### config.mk
export PLATFORM = sky130hd
export DESIGN_NAME = joy2trackball
export DESIGN_NICKNAME = d
export VERILOG_FILES = /design/src/rtl/joy2trackball.sv
export SDC_FILE = /design/constraint.sdc
export NUM_CORES = 1
export LEC_CHECK = 0
export ABC_AREA = 1
export CAP_MARGIN = 20
export CORE_UTILIZATION = 58
export CTS_CLUSTER_SIZE = 12
export DETAILED_ROUTE_END_ITERATION = 12
export HOLD_SLACK_MARGIN = 0.1
export PLACE_DENSITY = 0.79
export SLEW_MARGIN = 0
export SYNTH_ARGS = -nofsm -noshare
export SYNTH_HDL_FRONTEND = slang
export SYNTH_SLANG_ARGS = --single-unit
### constraint.sdc
create_clock -name clk_sys -period 5 [get_ports clk_sys]
set_input_delay 1 -clock clk_sys [delete_from_list [all_inputs] [get_ports clk_sys]]
set_output_delay 1 -clock clk_sys [all_outputs]
set_load 0.05 [all_outputs]
### src/rtl/joy2trackball.sv
// joy2trackball: joystick/mouse to wrapping trackball position counters with acceleration and mouse backlog.
// Optional quadrature outputs enabled by defining JOY2TRACKBALL_QUAD_OUT_EN.
module joy2trackball #(
    parameter int AXES        = 2,
    parameter int CNT_W       = 8,
    parameter int RATE_DIV    = 16384,
    parameter int MAX_SPEED   = 4,
    parameter int ACCEL_TICKS = 8,
    parameter int PEND_W      = 10
) (
    input  logic                  clk_sys,
    input  logic                  reset,
    input  logic [AXES-1:0]       joy_pos,
    input  logic [AXES-1:0]       joy_neg,
    input  logic                  mouse_stb,
    input  logic [AXES*8-1:0]     mouse_dx,
    output logic [AXES*CNT_W-1:0] count,
    output logic                  tick,
    output logic [AXES-1:0]       quad_a,
    output logic [AXES-1:0]       quad_b
);
    localparam int DW = (RATE_DIV > 2) ? $clog2(RATE_DIV) : 1;
    localparam int HW = $clog2(ACCEL_TICKS) + 1;
    localparam int SW = ((PEND_W > 8) ? PEND_W : 8) + 2;
    localparam logic signed [SW-1:0] PMAX = SW'((1 << (PEND_W - 1)) - 1);
    localparam logic signed [SW-1:0] SMAX = SW'(MAX_SPEED);

    logic [DW-1:0] div_q;
    logic          tick_q;
    logic          wrap;

    // wrap is the internal step instant; tick and counts become visible one cycle later together
    assign wrap = div_q == DW'(RATE_DIV - 1);
    assign tick = tick_q;

    always_ff @(posedge clk_sys) begin
        if (reset) begin
            div_q  <= '0;
            tick_q <= 1'b0;
        end else begin
            div_q  <= wrap ? '0 : div_q + 1'b1;
            tick_q <= wrap;
        end
    end

    for (genvar g = 0; g < AXES; g++) begin : g_axis
        logic [CNT_W-1:0]         count_q, count_d;
        logic [3:0]               speed_q, speed_d;
        logic [HW-1:0]            hold_q, hold_d;
        logic signed [1:0]        dir, prev_q, prev_d;
        logic signed [PEND_W-1:0] pend_q, pend_d;
        logic signed [SW-1:0]     pend_x, dx_x, drain, sum;
        logic signed [5:0]        spd, step;
        logic                     same, bump;

        always_comb begin
            dir     = (joy_pos[g] & ~joy_neg[g]) ? 2'sd1 : (joy_neg[g] & ~joy_pos[g]) ? -2'sd1 : 2'sd0;
            pend_x  = SW'(pend_q);
            dx_x    = mouse_stb ? SW'($signed(mouse_dx[8*g +: 8])) : '0;
            drain   = !wrap ? '0 : (pend_x > SMAX) ? SMAX : (pend_x < -SMAX) ? -SMAX : pend_x;
            sum     = pend_x + dx_x - drain;
            pend_d  = (sum > PMAX) ? PEND_W'(PMAX) : (sum < -PMAX) ? PEND_W'(-PMAX) : PEND_W'(sum);
            same    = (dir != 2'sd0) && (dir == prev_q);
            bump    = same && (int'(hold_q) + 1 >= ACCEL_TICKS - 1);
            hold_d  = !wrap ? hold_q : (!same || bump) ? '0 : hold_q + 1'b1;
            speed_d = !wrap ? speed_q : !same ? 4'd1 :
                      (bump && speed_q < 4'(MAX_SPEED)) ? speed_q + 4'd1 : speed_q;
            prev_d  = wrap ? dir : prev_q;
            spd     = $signed({2'b00, speed_q});
            step    = ((dir > 0) ? spd : (dir < 0) ? -spd : 6'sd0) + 6'(drain);
            count_d = wrap ? count_q + CNT_W'(step) : count_q;
        end

        always_ff @(posedge clk_sys) begin
            if (reset) begin
                count_q <= '0;
                speed_q <= 4'd1;
                hold_q  <= '0;
                prev_q  <= 2'sd0;
                pend_q  <= '0;
            end else begin
                count_q <= count_d;
                speed_q <= speed_d;
                hold_q  <= hold_d;
                prev_q  <= prev_d;
                pend_q  <= pend_d;
            end
        end

        assign count[CNT_W*g +: CNT_W] = count_q;

`ifdef JOY2TRACKBALL_QUAD_OUT_EN
        logic [CNT_W-1:0] qpos_q, qpos_d, diff;

        // the most negative difference counts as negative, so a half-turn gap chases downward
        always_comb begin
            diff   = count_q - qpos_q;
            qpos_d = (diff == '0) ? qpos_q : diff[CNT_W-1] ? qpos_q - 1'b1 : qpos_q + 1'b1;
        end

        always_ff @(posedge clk_sys) begin
            if (reset) qpos_q <= '0;
            else       qpos_q <= qpos_d;
        end

        assign quad_a[g] = qpos_q[1];
        assign quad_b[g] = qpos_q[1] ^ qpos_q[0];
`else
        assign quad_a[g] = 1'b0;
        assign quad_b[g] = 1'b0;
`endif
    end
endmodule

Yosys cells after proc, flatten, opt, wreduce, memory -nomap -nowiden
Index checks and enable logic that the tools add are counted.

word-level totals
  bits in registers = 71
  bits in latches = 0
  RAM bits = 0
  memory bits (read-only) = 0
  bits of input ports = 23
  output and inout port bits = 21
  memories kept = 0

operators by class
  add/subtract/negate cells = 17
  multipliers = 0
  div/mod/pow operators = 0
  order comparisons = 16
  equality and inequality tests = 5
  shifts and indexed selects = 0
  multiplexer cells = 26
  bitwise operators = 8
  reductions and logical operators = 17

operator list
  cell                     count
  $mux W12                 8
  $add A10 B12 Y12         2
  $gt A12 B10 Y1 const B   2
  $lt A12 B10 Y1 const B   2
  $mux W4                  6
  $mux W6                  4
  $sub A12 B12 Y12         2
  $gt A10 B4 Y1 const B    2
  $lt A10 B3 Y1 const B    2
  $mux W10                 2
  $mux W9                  2
  $add A4 B1 Y4 const B    4
  $add A8 B8 Y8            2
  $add A14 B1 Y14 const B  1
  $eq A14 B14 Y1 const B   1
  $add A6 B6 Y6            2
  $neg A4 Y6               2
  $add A4 B1 Y5 const B    2
  $ge A5 B3 Y1 const B     2
  $lt A4 B3 Y1 const B     2
  $mux W2                  4
  $logic_and A1 B1 Y1      6
  $reduce_or A2 Y1         3
  $and A1 B1 Y1            4
  other kinds (9)          20

Logic depth before layout (Yosys ltp)
Gate-level depths: netlist of run 1.

  depth after elaboration = 10
  mapped depth = 30

Worst setup path before layout of run 1
Ideal clock, no wire load.

  kind = input-to-reg
  start point = input joy_neg[0]
  end point = register g_axis[0].count_q[7]
  library setup time = 64 ps
  arrival time = 3796 ps
  data required time = 4936 ps
  slack = 1140 ps
  stages = 24
  buffers on the path = 1
  path through = inv_1 ha_1 clkbuf_1 nor2_1 nor3_1 ha_1 a21o_1 a21boi_0 nand2_1 nand2_1 nand2_1 inv_1 nand2_1 nand2_1 inv_1 ha_1 a21oi_1 o21ai_0 a31o_2 nand3_1 nand2_1 nor2_1 nor2_1 nor2_1

between the ends
  word-level cells in the longest chain between the ends = 8

RTL lines
  item                                                RTL line  source
  start: declaration                                  14        input logic [AXES-1:0] joy_neg,
  $and A1 B1 Y1 / $not A1 Y1 (equally long branches)  57        dir = (joy_pos[g] & ~joy_neg[g]) ? 2'sd1 : (joy_neg[g] & ~joy_pos[g]) ? -2'sd1 : 2'sd0;
  $mux W2 / $and A1 B1 Y1 (equally long branches)     57
  $mux W2 (*)                                         57
  $lt A2 B1 Y1                                        70        step = ((dir > 0) ? spd : (dir < 0) ? -spd : 6'sd0) + 6'(drain);
  $mux W6                                             70
  $mux W6 (*)                                         70
  $add A6 B6 Y6 (*)                                   70
  $add A8 B8 Y8 (*)                                   71        count_d = wrap ? count_q + CNT_W'(step) : count_q;
  end signal: assignment                              82        count_q <= count_d;
  end: declaration                                    47        logic [CNT_W-1:0] count_q, count_d;

Every way passes the cells marked *; elsewhere a longest branch is shown, timed or not.
A chain may end at the register's enable or synchronous reset.

Final worst setup path of run 1
  start point = register g_axis[0].pend_q[4]
  end point = register g_axis[0].count_q[7]

between the ends
  word-level cells in the longest chain between the ends = 6

RTL lines
  item                       RTL line  source
  start: declaration         51        logic signed [PEND_W-1:0] pend_q, pend_d;
  start signal: assignment   86        pend_q <= pend_d;
  $lt A10 B3 Y1              60        drain = !wrap ? '0 : (pend_x > SMAX) ? SMAX : (pend_x < -SMAX) ? -SMAX : pend_x;
  $mux W12                   60
  $mux W12 (*) (2 in a row)  60
  $add A6 B6 Y6 (*)          70
  $add A8 B8 Y8 (*)          71

Marked as above.

==> metrics.md, run 1 <==
| Metric | Value |
|---|---|
| Area leader, netlist | `dfxtp_1` |
| Worst EP arrival | `4.72 ns` |
| Post-synth EDFFs | `0` |
| Clock buffer count from CTS | `9` |
| # hold bufs at CTS | `0` |
| RD Place Congestion | `0.847` |
| Final setup viols | `0` |
| Vias in the first global route | `5241` |
| Post-synth top area share | `23.0%` |
| VDD IR max | `0.444 mV` |
| Slew @ Worst Pin | `0.546 ns` |
| Post-Route Utilization | `67.2%` |
| Outcome | `finished clean` |
| Diodes inserted | `0` |
| Number of setup buffers added after CTS | `0` |
| Row cnt | `37` |
| Mapped cell area | `6170 um2` |
| R2R depth | `27` |
| Pleak | `0.00339 uW` |
| Core ar. | `10300 um2` |
| CP Capture Type | `flop` |
| Worst hold path depth | `2` |
| Die X-Extent | `105 um` |
| RSZ-0062 raised after global routing | `no` |
| Avg Cell Area, Syn | `7.02 um2` |
| DRT Pass-1 Iters | `5` |
| Final hold vios | `0` |
| Yosys reg bits | `71` |
| Clk sinks | `71` |
| Worst-Skew Late Latency | `0.36 ns` |
| Vias | `5517` |
| Die Ht | `105 um` |
| Design Power | `3240 uW` |
| Setup WS pre-CTS | `0.384 ns` |
| Max-slew violation count | `0` |
| Worst Path Max Fanout | `5` |
| Full die area | `11100 um2` |
| Relative slew slack | `63.3%` |
| Asr flop ratio synth | `0%` |
| Pwr Density | `466 nW/um2` |
| Clock root cell | `clkbuf_8` |
| GRT Overall Usage | `25.4%` |
| Clock Skew | `0.00936 ns` |
| Largest net degree at the start of global routing | `24` |
| DRT iter0 DRCs | `291` |
| Fillers | `948` |
| Post-DRT Antenna Nets | `0` |
| Hold Crit Class | `reg -> reg` |
| CTS max path bufs | `2` |
| Highest Clock Rate | `0.226 GHz` |
| Area grow syn2layout | `12.4%` |
| Nets | `1034` |
| Fin Setup TNS | `0 ns` |
| Final min period | `4.42 ns` |
| Seq/Total Area, Yosys | `23.0%` |
| Max_cap viols | `0` |
| Area contributors post-synth | `dfxtp_1, ha_1, nand2_1` |
| WP data required | `5.30 ns` |
| DRT Wirelength | `13200 um` |
| IO Pins | `44` |
| Final Worst Setup Slack | `0.580 ns` |
| GR Overflow Total | `0` |
| CP Class | `reg -> reg` |
| CTS HTree Levels | `3` |
| Dominant synthesized flop cell | `dfxtp_1` |
| HPWL after DPL | `10700 um` |
| Vias per cell | `5.18` |
| Clk pin slew, worst setup/hold paths | `0.08 ns` |
| WL/cell | `12.4 um` |
| Yosys Warn Count | `0` |
| Layout cells sized above 1 | `6.46%` |
| PortBufs | `39` |
| Global-route wire length before repair | `23000 um` |
| Drc violations | `0` |
| Period utilization | `88.4%` |
| Cell count after synthesis | `880` |
| CP startpoint kind | `flop` |
| Initial Utilization | `59.8%` |
| Initial antenna violation count | `0` |
| Post-CTS sizing | `0` |
| Yosys cell types | `49` |
| CTS tree | `yes` |
==> kinds of logic (layout without fill, tap and decap cells) <==
kind of cell / count (synthesis) / after routing / synth area share, %
DFF: 71 / 71 / 23.0
buffers and inverters: 178 / 224 / 11.1
and+or+nand+nor: 388 / 388 / 29.0
AOI/OAI and AO/OA: 126 / 126 / 12.1
adders and majority gates: 87 / 87 / 20.5
other: 1 / 4 / 0.0607
xor gates and xnor gates: 29 / 29 / 4.24
==> state kept, by name (all words and copies together) (netlist names) <==
| register | count |
|---|---|
| div_q | 14 |
| g_axis.count_q | 16 |
| g_axis.hold_q | 8 |
| g_axis.pend_q | 20 |
| g_axis.prev_q | 4 |
| g_axis.speed_q | 8 |
| tick | 1 |
==> per-stage QoR <==
step / area, um2 / hold slack (ns) / cells
final: 6940 / 0.457 / 1065
after global routing: 6940 / 0.478 / 1065
after CTS: 6940 / 0.459 / 1065
after detailed placement: 6710 / 0.440 / 1049
after global placement: 6710 / 0.429 / 1049
after floorplan: 6190 / 0.418 / 883
==> synthesized netlist by cell type (6+ instances only) <==
master      n
o21bai_1    6
nand3_1    56
a21o_1      6
clkbuf_1    6
nor3b_1     6
nand4_1    11
nand3_2     7
a21oi_1    51
nor3_1     27
nand2_2     6
o21ai_0    32
xnor2_1    14
ha_1       63
xor2_1     14
dfxtp_1    71
nor2_1     71
a31oi_1     6
inv_1     160
fa_1       24
nand2_1   177
==> power breakdown <==
group          switching (uW)  leakage [uW]  total [uW]  internal, uW
Combinational            1250       0.00270        1980           731
Clock                     248      0.000112         536           288
Sequential               59.6      0.000579         719           660
Total                    1560       0.00339        3240          1680
==> worst max-delay path, stage by stage, from the launching register on <==
cell and delay, ns:
dfxtp_1 0.39, inv_1 0.08, nor4_1 0.30, nand2_1 0.09, ha_1 0.32, inv_1 0.13
nand2_1 0.11, o21ai_0 0.38, inv_1 0.11, ha_1 0.38, a21o_1 0.21, a21boi_0 0.20
nand2_1 0.07, nand2_1 0.06, nand2_1 0.06, inv_1 0.05, nand2_1 0.05, nand2_1 0.07
inv_1 0.07, ha_1 0.32, a21oi_1 0.16, o21ai_0 0.09, a31o_2 0.23, nand3_1 0.10
nand2_1 0.06, nor2_1 0.11, nor2_1 0.06, nor2_1 0.09
==> placed cells by master (no fill, tap or decap), types with 11 or more instances in the layout <==
| master | synthesis | routed |
|---|---|---|
| inv_1 | 160 | 160 |
| a21oi_1 | 51 | 51 |
| dfxtp_1 | 71 | 71 |
| o21ai_0 | 32 | 32 |
| ha_1 | 63 | 63 |
| nand3_1 | 56 | 56 |
| nand2_1 | 177 | 177 |
| xor2_1 | 14 | 14 |
| nand4_1 | 11 | 11 |
| xnor2_1 | 14 | 14 |
| fa_1 | 24 | 24 |
| clkdlybuf4s50_1 | 0 | 39 |
| nor3_1 | 27 | 27 |
| nor2_1 | 71 | 71 |
==> layer usage <==
metal	part of all wire (%)	global-route usage (%)	up-vias
met5	0	0	-
met1	50	34.9	2485
met2	45	41.8	98
met3	3.2	2.99	16
li1	-	-	2918
met4	1.4	7.55	0
==> final timing paths <==
check	from	endpoint	slack, ns
worst min-delay path	g_axis[0].hold_q[3]	g_axis[0].hold_q[3]	0.46
worst min register to register	g_axis[0].hold_q[3]	g_axis[0].hold_q[3]	0.46
worst max register to register	g_axis[0].pend_q[4]	g_axis[0].count_q[7]	0.58
worst max-delay path	g_axis[0].pend_q[4]	g_axis[0].count_q[7]	0.58
==> layout make-up <==
| cell class | instances | area (um2) | share of cell area [%] |
|---|---|---|---|
| inverters | 164 | 616 | 8.87 |
| clock buffers | 9 | 124 | 1.78 |
| flip-flops and latches | 71 | 1420 | 20.5 |
| well taps | 136 | 170 | 2.45 |
| repair buffers | 44 | 428 | 6.16 |
| clock inverters | 7 | 105 | 1.51 |
| multi-input cells | 634 | 4080 | 58.7 |
(Power assumes the default switching activity.)
==> run 2, diff against run 1 <==
--- a/constraint.sdc
+++ b/constraint.sdc
@@ -3,2 +3,2 @@
 set_output_delay 1 -clock clk_sys [all_outputs]
-set_load 0.05 [all_outputs]
+set_load 0.1 [all_outputs]
==> results of run 2 <==
The final DEF is identical to that of run 1. Status: finished clean.
